### config.mk
export PLATFORM = sky130hd
export DESIGN_NAME = flag_register
export DESIGN_NICKNAME = d
export VERILOG_FILES = /design/src/rtl/flag_register.sv
export SDC_FILE = /design/constraint.sdc
export NUM_CORES = 1
export LEC_CHECK = 0
export ABC_CLOCK_PERIOD_IN_PS = 2110
export CAP_MARGIN = 20
export CORE_UTILIZATION = 50
export CTS_BUF_LIST = sky130_fd_sc_hd__clkbuf_8
export DETAILED_ROUTE_END_ITERATION = 8
export PLACE_DENSITY = 0.81
export SYNTH_ARGS = -nofsm -noshare
export SYNTH_HDL_FRONTEND = slang
export SYNTH_SLANG_ARGS = --single-unit
### constraint.sdc
create_clock -name clk -period 2.11 [get_ports clk]
set_input_delay 0.422 -clock clk [delete_from_list [all_inputs] [get_ports clk]]
set_output_delay 0.422 -clock clk [all_outputs]
set_load 0.05 [all_outputs]
### src/rtl/flag_register.sv
// Architectural {N,V,C,Z} flag register with LIFO shadow stack and registered branch-condition evaluation.
// Optional FLAG_FWD_EN: conditions see this cycle's next-state flags instead of the registered ones.
module flag_register #(
  parameter int STACK_DEPTH = 4,
  parameter int CNT_W       = $clog2(STACK_DEPTH + 1)
) (
  input  logic             clk,
  input  logic             rst,
  input  logic             alu_valid,
  input  logic [2:0]       alu_op,
  input  logic             zero_in,
  input  logic             carry_in,
  input  logic             overflow_in,
  input  logic             result_msb,
  input  logic             flag_wr,
  input  logic [3:0]       flag_wdata,
  input  logic             push,
  input  logic             pop,
  input  logic             err_clr,
  input  logic             cond_req,
  input  logic [2:0]       cond_sel,
  output logic [3:0]       flags,
  output logic             cond_valid,
  output logic             cond_taken,
  output logic [CNT_W-1:0] stk_count,
  output logic             stk_err
);

  localparam int PTR_W = $clog2(STACK_DEPTH);

  logic [3:0]       stack_mem [STACK_DEPTH];
  logic [3:0]       flags_nxt;
  logic [3:0]       eval_flags;
  logic [PTR_W-1:0] wr_idx;
  logic [PTR_W-1:0] rd_idx;
  logic             full;
  logic             empty;
  logic             do_push;
  logic             do_pop;
  logic             err_set;
  logic             cond_res;

  // Depth is a power of two, so the count MSB alone marks "full" and the low bits are the write pointer.
  assign full    = stk_count[CNT_W-1];
  assign empty   = (stk_count == '0);
  assign wr_idx  = stk_count[PTR_W-1:0];
  assign rd_idx  = stk_count[PTR_W-1:0] - PTR_W'(1);
  assign do_push = push & ~pop & ~full;
  assign do_pop  = pop & ~push & ~empty;
  assign err_set = (push & pop) | (push & ~pop & full) | (pop & ~push & empty);

  always_comb begin
    flags_nxt = flags;
    if (alu_valid) begin
      case (alu_op)
        3'b000, 3'b001:         flags_nxt = {result_msb, overflow_in, carry_in, zero_in};
        3'b010, 3'b011, 3'b100: flags_nxt = {result_msb, flags[2], flags[1], zero_in};
        default:                flags_nxt = flags;
      endcase
    end
    if (flag_wr) flags_nxt = flag_wdata;
    if (do_pop)  flags_nxt = stack_mem[rd_idx];
  end

`ifdef FLAG_FWD_EN
  assign eval_flags = flags_nxt;
`else
  assign eval_flags = flags;
`endif

  always_comb begin
    cond_res = 1'b0;
    case (cond_sel)
      3'b000: cond_res = 1'b1;
      3'b001: cond_res = eval_flags[0];
      3'b010: cond_res = ~eval_flags[0];
      3'b011: cond_res = eval_flags[1];
      3'b100: cond_res = ~eval_flags[1];
      3'b101: cond_res = eval_flags[2];
      3'b110: cond_res = eval_flags[3];
      default: cond_res = (eval_flags[3] == eval_flags[2]);
    endcase
  end

  always_ff @(posedge clk or posedge rst) begin
    if (rst) begin
      flags      <= 4'b0000;
      stk_count  <= '0;
      stk_err    <= 1'b0;
      cond_valid <= 1'b0;
      cond_taken <= 1'b0;
    end else begin
      flags      <= flags_nxt;
      cond_valid <= cond_req;
      cond_taken <= cond_req & cond_res;
      if (do_push)     stk_count <= stk_count + CNT_W'(1);
      else if (do_pop) stk_count <= stk_count - CNT_W'(1);
      // A fresh error outranks a same-cycle clear.
      if (err_set)      stk_err <= 1'b1;
      else if (err_clr) stk_err <= 1'b0;
    end
  end

  // Snapshot storage is deliberately left out of reset.
  always_ff @(posedge clk) begin
    if (do_push) stack_mem[wr_idx] <= flags;
  end

endmodule

[After elaboration in Yosys (flattened, before gate mapping)]
Memories as Yosys holds them, arrays and structs flattened.
Index checks and enable logic that the tools add are counted.
Word-level totals
  bits in registers: 10
  memory bits (writable): 16
  input port bits: 22
  output and inout port bits: 10
  word-level logic and storage cells: 61
  memories: 1
Cells by class
  add/sub/neg operators: 3
  equal/unequal tests: 12
  multiplexer cells: 11
  bitwise logic cells: 16
  reductions and logical operators: 12
Memory list
  stack_mem: words 4, bits a word 4, rd ports 1, clocked after memory_dff 0, write ports 1, RTL line 31  | logic [3:0] stack_mem [STACK_DEPTH];
Operators by type and width (count)
  3-bit by 2-bit == test with 1-bit output (second input constant): 4
  3-bit == test (second input constant): 4
  4-bit two-way mux: 3
  3-bit logical NOT: 3
  1-bit bitwise AND: 8
  4-bit case mux with 2 select lines: 1
  1-bit case mux with 7 select lines: 1
  3-bit by 1-bit == test with 1-bit output (second input constant): 2
  3-bit two-way mux: 2
  1-bit NOT: 6
  3-bit nonzero test: 2
  1-bit two-way mux: 4
  2-bit nonzero test: 2
  4-bit nonzero test: 1
  3-bit by 1-bit adder with 3-bit output (second input constant): 1
  3-bit inequality test (second input constant): 1
  3-bit AND reduction: 1
  3-bit OR reduction: 1
  3-bit by 1-bit subtractor with 3-bit output (second input constant): 1
  1-bit bitwise OR: 2
  2-bit AND reduction: 1
  2-bit OR reduction: 1
  2-bit by 1-bit subtractor with 2-bit output (second input constant): 1
  1-bit == test: 1

[Logic depth before layout (Yosys ltp)]
  depth in word-level cells: 6
  gate-level depth with buffers: 7
  depth with buffers taken out: 6

[Worst setup path after synthesis]
No wires, ideal clock.
  kind: reg-to-reg
  start point: register stk_count[0]
  end point: register stk_count[1]
  data arrival time: 2.002 ns
  required time: 1.985 ns
  setup slack: -0.017 ns
  stages on the path, launching flop included: 8
  buffers on the path: 1
  cell sequence: dfrtp_1 buf_2 inv_1 ha_1 nor2b_2 nor2_4 nor2_2 mux2_4
On the way
  longest elaborated chain between the ends: 4
Ends and longest elaborated chain
  start: declaration: RTL line 25  | output logic [CNT_W-1:0] stk_count,
  start signal: assignment: RTL line 96  | if (do_push) stk_count <= stk_count + CNT_W'(1);
  start signal: assignment: RTL line 97  | else if (do_pop) stk_count <= stk_count - CNT_W'(1);
  parallel branches: the longest is 4 deep, another holds 3-bit by 1-bit subtractor with 3-bit output
Several ways; the timed one is not identified. The select of a mux whose other input is x is not followed.
A chain may end at the register's enable or synchronous reset.

[Worst setup path after layout]
  start point: input port push
  end point: register stk_count[2]
On the way
  longest elaborated chain between the ends: 4
Ends and longest elaborated chain
  start: declaration: RTL line 17  | input logic push,
  1-bit NOT: RTL line 49  | assign do_pop = pop & ~push & ~empty;
  1-bit bitwise AND (2 in a row): RTL line 49
  2-bit nonzero test (no source line)
Several ways; a longest one is shown, not always the timed one.

==> metrics list <==
- Drt via density: 5.55
- After layout, the minimum clock period comes to 2070 ps.
- CTS tree: built
* Normalized max-slew margin: 65.9%
* Multi-input gate area in the final layout: 513 µm²
- Rows: 17
- Detailed Route Iter0 Violations: 7
- The cell area that synthesis handed to floorplanning was 1270 µm².
* Antenna diodes: 0
* Die boundary height: 52.4 µm
- Synth Flop Type: edfxtp_1
- The number of global-route vias before repair was 944.
- In this run the deepest clock path goes through 2 buffers.
- Setup repair after global routing left no endpoint under its margin.
- Number of different library cells in the post-synthesis netlist: 30
- Before CTS, the worst setup slack after placement is -258 ps.
- Boundary pin count: 32
- During synthesis, Yosys emitted a total of 0 warnings.
- Min setup slack post-route: 40.7 ps
* First-pass DRT Iterations: 4
* Worst EP required: 2290 ps
- The worst path uses 98.1% of the clock period.
- Across the run, the number of max-cap violations was 0.
- After technology mapping, the gate count stands at 89.
* Finished Cell Area: 1720 µm²
* Slew at the pin closest to its max-slew limit: 511 ps
- Path class of the lowest-slack min-delay path: in2async
* Final Hold Viols: 0
- Final sum of negative setup slack: 0 ps
- Synthesized netlist net count: 116
- Share of final-layout standard cells stronger than drive strength 1: 20.9%
- Commonest non-fill, non-tap cell in the layout: clkdlybuf4s50_1
* Initial Util: 55.2%
- Detailed-route wire length per cell: 17.3 µm
* Power per unit of standard cell area: 1180 nW/µm²
* Worst Setup Start Kind: primary input
- Setup violations remaining at the end of the flow were counted as 0.
* Upper clock frequency limit: 483 MHz
* Fill cells: 153
- TritonCTS created 3 clock buffers.
- The final layout contains 157 nets.
* Slew Limit Fails: 0
* Width of the die: 52.4 µm
- Entering global routing, the biggest net connects 16 pins.
- Syn_area_per_cell: 14.2 µm²
- Clock slew at the register clock pins of the worst setup and hold paths: 90 ps
- The total area inside the core boundary comes to 2300 µm².
- Across the whole layout, storage elements account for 732 µm².
* Flops & latches, synth: 26
- Antenna violations before repair: 0
* DIE AREA: 2740 µm²
- The first global-routing pass estimated 4340 µm of wire.
- # placed instances: 153
- Ys async rst share: 38.5%
* Port-buffer cells: 31
* Via count: 871
- Data on the critical path arrives at its endpoint at 2250 ps.
- Residual DRC count: 0
* Crit path max fanout: 3
- Final weighted congestion of routability-driven global placement: 0.720
* Total routed wirelength: 2720 µm
* Sinks on the clock net: 26
- HPWL after detailed placement: 2010 µm
* Total grt overflow: 0
- The detail route stage leaves a number of antenna-violating nets equal to 0.
* Capturing element type of the critical path: flop
- Most frequent cells in the layout: clkdlybuf4s50_1, edfxtp_1, dfrtp_1
* Total routing usage reported by global routing: 22.7%
* Leakage component of the power: 0.670 nW
* Clock network latency to the later pin of the worst-skew pair: 270 ps
* Clock root cell: clkbuf_8
- Layout Cells excl Fill: 157
- Counting flops with a built-in enable in the synthesized netlist gives 16.
- Sequential area share after synthesis: 57.7%
* Peak supply drop: 912 µV
- Maximum level of the CTS H-tree: 1
* Placed cell areas: 1650 µm²
- Kind of critical path: in2reg
- The run finished with clean final reports.
- Relative to the synthesized area, the layout overhead comes to 35.9%.
- Clock skew on the completed layout was measured at 3.87 ps.
* Total power consumption of the routed design: 0.00203 W
[final timing paths]
kind                               from           end  slack [ps]  depth (start not counted)
setup / recovery                   push  stk_count[2]          40                          6
hold / removal                      rst      flags[3]         410                          2
setup reg to reg           stk_count[2]  stk_count[2]         180                          5
hold reg to reg                 stk_err       stk_err         530                          2
max in group asynchronous           rst  stk_count[0]        1400                          2
min in group clk                stk_err       stk_err         530                          2
[per-stage QoR]
step / hold slack (ps) / utilization, %
after global placement: 519 / 71.8
after CTS: 425 / 74.9
after floorplan: 262 / -
after detailed placement: 523 / 71.8
final: 411 / 75.0
after global routing: 458 / 75.0
[cell families after synthesis]
kind of cell	share of synthesized area, %
DFF	57.7
muxes	17.5
adders and majority gates	5.53
buffers and inverters	1.88
and+or+nand+nor	8.98
AOI/OAI and AO/OA	7.80
xor gates and xnor gates	0.691
[worst max-delay path, stage by stage]
cell	delay (ps)
clkdlybuf4s50_1	490
nor3b_2	220
inv_1	80
fa_1	400
or4_1	500
o211ai_1	130
[routing by layer]
layer | up-vias | share of wire, % | global-route usage, %
met5 | - | 0 | 0
met4 | 0 | 1.4 | 8.33
met3 | 5 | 2.8 | 3.48
met2 | 20 | 55 | 40.7
met1 | 436 | 41 | 27.1
li1 | 410 | - | -
[repair_timing]
action                                  CTS  global route
endpoints found under the setup margin    0             1
hold buffers                              0             0
resized for setup                         0             1
buffers inserted                          0             0
[Yosys cell counts (all sizes together), types with 3 or more instances]
cell type / number / area, µm²
edfxtp: 16 / 480
dfrtp: 10 / 250
o21ai: 8 / 40.0
mux2: 6 / 71.3
mux2i: 6 / 60.1
inv: 5 / 18.8
nand2: 5 / 18.8
a21oi: 4 / 20.0
and2: 4 / 25.0
ha: 4 / 50.1
mux4: 4 / 90.1
nor2: 3 / 21.3
[cell type report]
class / count / area share [%]
clock buffers: 3 / 2.40
multi-input cells: 57 / 29.8
inverters: 5 / 1.09
flip-flops and latches: 26 / 42.5
clock inverters: 1 / 1.74
repair buffers: 37 / 20.5
well taps: 28 / 2.03
[report_power, final]
part / switching [W] / leakage [nW] / internal, W
Sequential: 0.000133 / 0.260 / 0.000644
Clock: 0.000161 / 0.0357 / 0.000254
Combinational: 0.000465 / 0.374 / 0.000378
Total: 0.000758 / 0.670 / 0.00128
[state kept, by name, indices dropped and copies added (netlist names)]
name	count
stk_count	3
stack_mem	16
flags	4
cond_valid	1
stk_err	1
cond_taken	1
(Power assumes the default switching activity.)
